<file path="config.mk">
export PLATFORM = sky130hd
export DESIGN_NAME = div_seq
export DESIGN_NICKNAME = d
export VERILOG_FILES = /design/src/rtl/div_seq.sv
export SDC_FILE = /design/constraint.sdc
export NUM_CORES = 1
export LEC_CHECK = 0
export ABC_AREA = 1
export BUFFER_PORTS_ARGS = -buffer_cell sky130_fd_sc_hd__buf_2
export CAP_MARGIN = 20
export CORE_MARGIN = 2
export CORE_UTILIZATION = 62
export DETAILED_ROUTE_END_ITERATION = 10
export PLACE_DENSITY = 0.88
export SETUP_SLACK_MARGIN = 0.3
export SLEW_MARGIN = 5
export SYNTH_ARGS = -nofsm -noshare
export SYNTH_HDL_FRONTEND = slang
export SYNTH_SLANG_ARGS = --single-unit
</file>
<file path="constraint.sdc">
create_clock -name clk -period 4.7 [get_ports clk]
set_clock_uncertainty 0.1 [all_clocks]
set_input_delay 0 -clock clk [delete_from_list [all_inputs] [get_ports clk]]
set_output_delay 0 -clock clk [all_outputs]
set_load 0.03 [all_outputs]
</file>
<file path="src/rtl/div_seq.sv">
// rtl/div_seq.sv - sequential restoring unsigned divider, one quotient bit per clock
//
// Purpose: computes q = a / b and r = a % b over WIDTH iterations of a
// restoring shift-subtract loop. Results are registered and held until the
// next completion or reset. Divide by zero takes the normal path
// (q = all ones, r = a) and raises dz.
//
// Ports:
//   clk   in   1      system clock, rising edge
//   rst   in   1      asynchronous active-high reset
//   start in   1      request, sampled only while not busy
//   a     in   WIDTH  dividend, latched on the accepting edge
//   b     in   WIDTH  divisor, latched on the accepting edge
//   busy  out  1      division in progress (exactly WIDTH cycles)
//   done  out  1      one-cycle pulse, q/r/dz valid
//   q     out  WIDTH  quotient
//   r     out  WIDTH  remainder
//   dz    out  1      last completed division had b == 0

module div_seq #(
  parameter int WIDTH = 16
) (
  input  logic             clk,
  input  logic             rst,
  input  logic             start,
  input  logic [WIDTH-1:0] a,
  input  logic [WIDTH-1:0] b,
  output logic             busy,
  output logic             done,
  output logic [WIDTH-1:0] q,
  output logic [WIDTH-1:0] r,
  output logic             dz
);

  localparam int CNT_W = (WIDTH > 2) ? $clog2(WIDTH) : 1;

  typedef enum logic [1:0] {
    ST_IDLE = 2'd0,
    ST_RUN  = 2'd1,
    ST_DONE = 2'd2
  } state_t;

  state_t           state_q;
  logic [WIDTH-1:0] dvd_q;    // dividend bits shift out the top, quotient bits shift in at the bottom
  logic [WIDTH-1:0] dvs_q;
  logic [WIDTH:0]   rem_q;    // one extra bit so the trial subtract cannot overflow
  logic [CNT_W-1:0] cnt_q;
  logic             armed_q;  // low for the first edge after reset release
  logic             done_q;
  logic [WIDTH-1:0] q_q;
  logic [WIDTH-1:0] r_q;
  logic             dz_q;

  logic [WIDTH:0]   rem_shift_d;
  logic [WIDTH:0]   diff_d;
  logic             qbit_d;
  logic [WIDTH:0]   rem_d;
  logic [WIDTH-1:0] dvd_d;

  // One restoring iteration. The partial remainder is always below the
  // divisor, so the shifted value fits WIDTH+1 bits and diff_d[WIDTH] is a
  // reliable borrow/sign indicator.
  always_comb begin
    rem_shift_d = (rem_q << 1) | {{WIDTH{1'b0}}, dvd_q[WIDTH-1]};
    diff_d      = rem_shift_d - {1'b0, dvs_q};
    qbit_d      = ~diff_d[WIDTH];
    rem_d       = qbit_d ? diff_d : rem_shift_d;
    dvd_d       = {dvd_q[WIDTH-2:0], qbit_d};
  end

  always_ff @(posedge clk or posedge rst) begin
    if (rst) begin
      state_q <= ST_IDLE;
      dvd_q   <= '0;
      dvs_q   <= '0;
      rem_q   <= '0;
      cnt_q   <= '0;
      armed_q <= 1'b0;
      done_q  <= 1'b0;
      q_q     <= '0;
      r_q     <= '0;
      dz_q    <= 1'b0;
    end else begin
      armed_q <= 1'b1;
      done_q  <= 1'b0;
      case (state_q)
        ST_IDLE: begin
          if (start && armed_q) begin
            dvd_q   <= a;
            dvs_q   <= b;
            rem_q   <= '0;
            cnt_q   <= CNT_W'(WIDTH - 1);
            state_q <= ST_RUN;
          end
        end
        ST_RUN: begin
          dvd_q <= dvd_d;
          rem_q <= rem_d;
          cnt_q <= cnt_q - 1'b1;
          if (cnt_q == '0) begin
            q_q     <= dvd_d;
            r_q     <= rem_d[WIDTH-1:0];
            dz_q    <= (dvs_q == '0);
            done_q  <= 1'b1;
            state_q <= ST_DONE;
          end
        end
        ST_DONE: begin
          // The DONE cycle doubles as an accept slot for back-to-back requests.
          if (start) begin
            dvd_q   <= a;
            dvs_q   <= b;
            rem_q   <= '0;
            cnt_q   <= CNT_W'(WIDTH - 1);
            state_q <= ST_RUN;
          end else begin
            state_q <= ST_IDLE;
          end
        end
        default: state_q <= ST_IDLE;
      endcase
    end
  end

  assign busy = (state_q == ST_RUN);
  assign done = done_q;
  assign q    = q_q;
  assign r    = r_q;
  assign dz   = dz_q;

endmodule

</file>
==> results.txt <==
* Total Routed Length: 11.86 mm
- Detailed-placement wirelength estimate: 8.096 mm
- From synthesis to final layout, the design area changed by 20.02%.
- Of all nets on the critical path, the largest fanout is 18.
- CORE AREA: 7647 sq um
* CTS Root Cell: clkbuf_8
- The tool flagged a number of max-cap violations equal to 0.
* Status: completed
- Height of the die: 92.50 um
- The die covers 8556 sq um.
- The final-report max-slew violation count came to 0.
- Number of clock sinks seen by CTS: 89
- Startpoint-to-endpoint class of the critical path: reg2reg
- Initial Util: 63.50%
- Cell Area, Synth: 4856 sq um
* Avg Cell Area, Syn: 7.757 sq um
* Total number of placement rows: 32
- Chip width: 92.50 um
* CP startpoint kind: register
- After synthesis the netlist holds a flip-flop and latch count of 89.
- Count of nets left with antenna violations after detail routing: 0
* Violation count after the first detailed-route iteration: 244
- After detailed routing, the number of vias per cell comes to 5.393.
* Cells after synthesis: 626
- Shortest clock period the worst path allows after layout: 2.474 ns
* Final count of negative-setup-slack endpoints: 0
- The H-tree was split into 3 levels.
* Yosys synthesis warning count: 0
* Number of input and output port buffers inserted: 69
- After clock tree synthesis, the clock-pin slew on the worst setup and hold paths is 0.10 ns.
- Routability Congestion: 0.9142
- Global routing consumed, over all layers together, 29.40% of the routing resources.
- Synth top area share: 45.86%
- TNS Setup: 0 ns
* Clock latency on the worst-skew pair: 0.36 ns
- The first global-routing pass estimated 19.75 mm of wire.
- Number of gates resized after CTS: 0
- Clock buffer depth: 2
- 0 antenna diodes ended up in the layout.
- The tightest min-delay check is of the in2async type.
* Total via count after detailed routing: 4471
- The worst setup path is captured at a register.
- In this run, CTS created clock tree buffers numbering 9.
- Detailed-router iteration count before antenna repair: 5
- Required time worst endpoint: 4.85 ns
- Layout Nets: 775
- Headroom to the max-slew limit: 55.15%
- Max Fclk: 404.1 MHz
* Net count after synthesis: 679
* Dpl cell area: 5245 sq um
- In the routed design, unresolved DRC markers number 0.
- For the pin with the worst max-slew slack, the measured transition is 0.6728 ns.
* Distinct cell type count of the synthesized netlist: 40
* Ports: 70
- The number of global-route vias before repair was 4391.
- Data arrival time of the worst path: 2.63 ns
- Entering global routing, the biggest net connects 53 pins.
- Sequential cells were found to cover 45.86% of the synthesized design area.
- Part of the cycle the worst path needs: 52.65%
- Yosys top cell by area: dfrtp_1
- In this run the register-to-register setup slack is 2.23 ns.
- At the end of the flow the core is filled with cells to 76.21%.
- Final Cell Area: 5828 sq um
* Setup repair after global routing missed its margin: false
* Leading cell types by total area after synthesis: dfrtp_1 (46%), nand2_1 (17%), inv_1 (7.1%)
- In this run the top signal layer used is met4.
- Detailed-route wire length per cell: 14.31 um
- The count of final hold-check violations came to 0.
- Met3 layer wire length in the routed design: 578 um
- Share of cells above drive strength 1: 15.68%
- The total overflow left after global routing is 0.
- TritonCTS built the clock tree.
* Number of antenna violations at the first check in global routing: 0
- In the detailed route, the total length drawn on met2 is 6.149 mm.
- For this block, wires on met1 add up to 4.682 mm.
[state kept, by name, indices dropped and copies added, names as in the netlist, 2 cells and up]
signal and flops:
cnt_q 4, q 16, state_q 2, r 16, dvs_q 16, rem_q 16
dvd_q 16
[layout make-up]
| cell class | instances | area, sq um |
|---|---|---|
| Clock buffer | 9 | 123.9 |
| Multi-Input combinational cell | 419 | 2157 |
| Sequential cell | 89 | 2227 |
| Clock inverter | 7 | 101.3 |
| Tap cell | 102 | 127.6 |
| Inverter | 97 | 365.4 |
| Fill cell | 544 | 1819 |
| Timing Repair Buffer | 106 | 725.7 |
[path summary, 6_finish.rpt]
| kind | start | end | cells past startpoint |
|---|---|---|---|
| min reg2reg | r[6] | r[6] | 2 |
| max | dvd_q[15] | dvd_q[0] | 13 |
| min in group clk | start | state_q[0] | 6 |
| max reg2reg | dvd_q[15] | dvd_q[0] | 13 |
| max in group asynchronous | rst | q[15] | 4 |
| min | rst | q[9] | 3 |
[metal layers]
layer | track usage [%] | up-vias
met3 | 6.509 | 37
met2 | 52.37 | 158
met5 | 0 | -
li1 | - | 2168
met1 | 34.57 | 2108
met4 | 11.32 | 0
[worst max-delay path: stages, from the launching register on]
cell and delay [ns]:
dfrtp_1 0.34, inv_1 0.08, ha_1 0.23, fa_1 0.39, inv_1 0.07, nand2_1 0.05, nand2_1 0.12, nand3_1 0.08
nand2_1 0.12, nand2_2 0.09, nand3_4 0.20, nand2_8 0.15, o21bai_1 0.25, inv_1 0.08
[stage by stage]
stage / hold slack (ns) / setup slack (ns) / cells
global route: 0.1782 / 2.049 / 829
global placement: 0.001700 / 2.283 / 779
detailed placement: 0.01075 / 2.212 / 779
CTS: 0.09499 / 2.073 / 828
floorplan: 0.01664 / 2.293 / 626
finish: 0.1401 / 2.226 / 829
[cell usage in the layout (no fill, tap or decap), types with 2 or more instances in the layout]
master,Yosys,routed
a21oi_1,8,8
a221oi_1,7,7
a22oi_1,9,9
and2_1,3,3
buf_2,1,69
buf_4,1,3
bufinv_16,0,2
clkbuf_8,0,9
clkinv_2,0,2
dfrtp_1,89,89
dlygate4sd3_1,0,33
ha_1,17,17
inv_1,92,91
inv_2,4,4
inv_6,0,2
nand2_1,217,217
nand2_2,13,13
nand3_1,43,43
nand3b_1,11,11
nand4_1,6,6
nor2_1,13,13
nor2_4,2,2
nor3_1,7,7
nor4_1,2,2
o21ai_0,41,41
xnor2_1,4,4
xor2_1,3,3
[Yosys cell counts]
library cell,count
fa_1,1
clkinv_1,1
conb_1,1
o31ai_1,1
inv_1,92
buf_1,1
nor3_1,7
o21bai_1,1
nand4_1,6
dfrtp_1,89
a21o_1,1
nor4_1,2
a22oi_1,9
clkbuf_1,16
xor2_1,3
nand3_1,43
xnor2_1,4
a21oi_4,1
nand2_1,217
buf_12,1
buf_2,1
nor2_4,2
a21oi_1,8
buf_6,1
a221oi_1,7
nand2_4,1
nand3b_1,11
o21a_1,1
inv_2,4
nor2_1,13
o21ai_0,41
nand3_4,1
nand2_8,1
o41ai_1,1
nand2_2,13
nor2_2,1
and3_1,1
ha_1,17
and2_1,3
buf_4,1
[kinds of logic (layout without fill, tap and decap cells)]
family / Yosys count / in the layout / share of synthesized area [%]
simple gates: 322 / 322 / 29.45
buf+inv: 118 / 219 / 9.714
fa+ha+maj: 18 / 18 / 4.793
compound gates: 71 / 71 / 8.838
other cells: 1 / 1 / 0.07723
xor+xnor: 7 / 7 / 1.263
flops: 89 / 89 / 45.86
[what timing repair did]
| item | in CTS | in global routing |
|---|---|---|
| setup endpoints to repair | 0 | 0 |
| hold buffers | 33 | 0 |
| hold endpoints to repair | 69 | 0 |
| setup buffers | 0 | 0 |
Power is not shown: default switching activity piles up to over one toggle a cycle in this logic, so the estimate is an artifact.
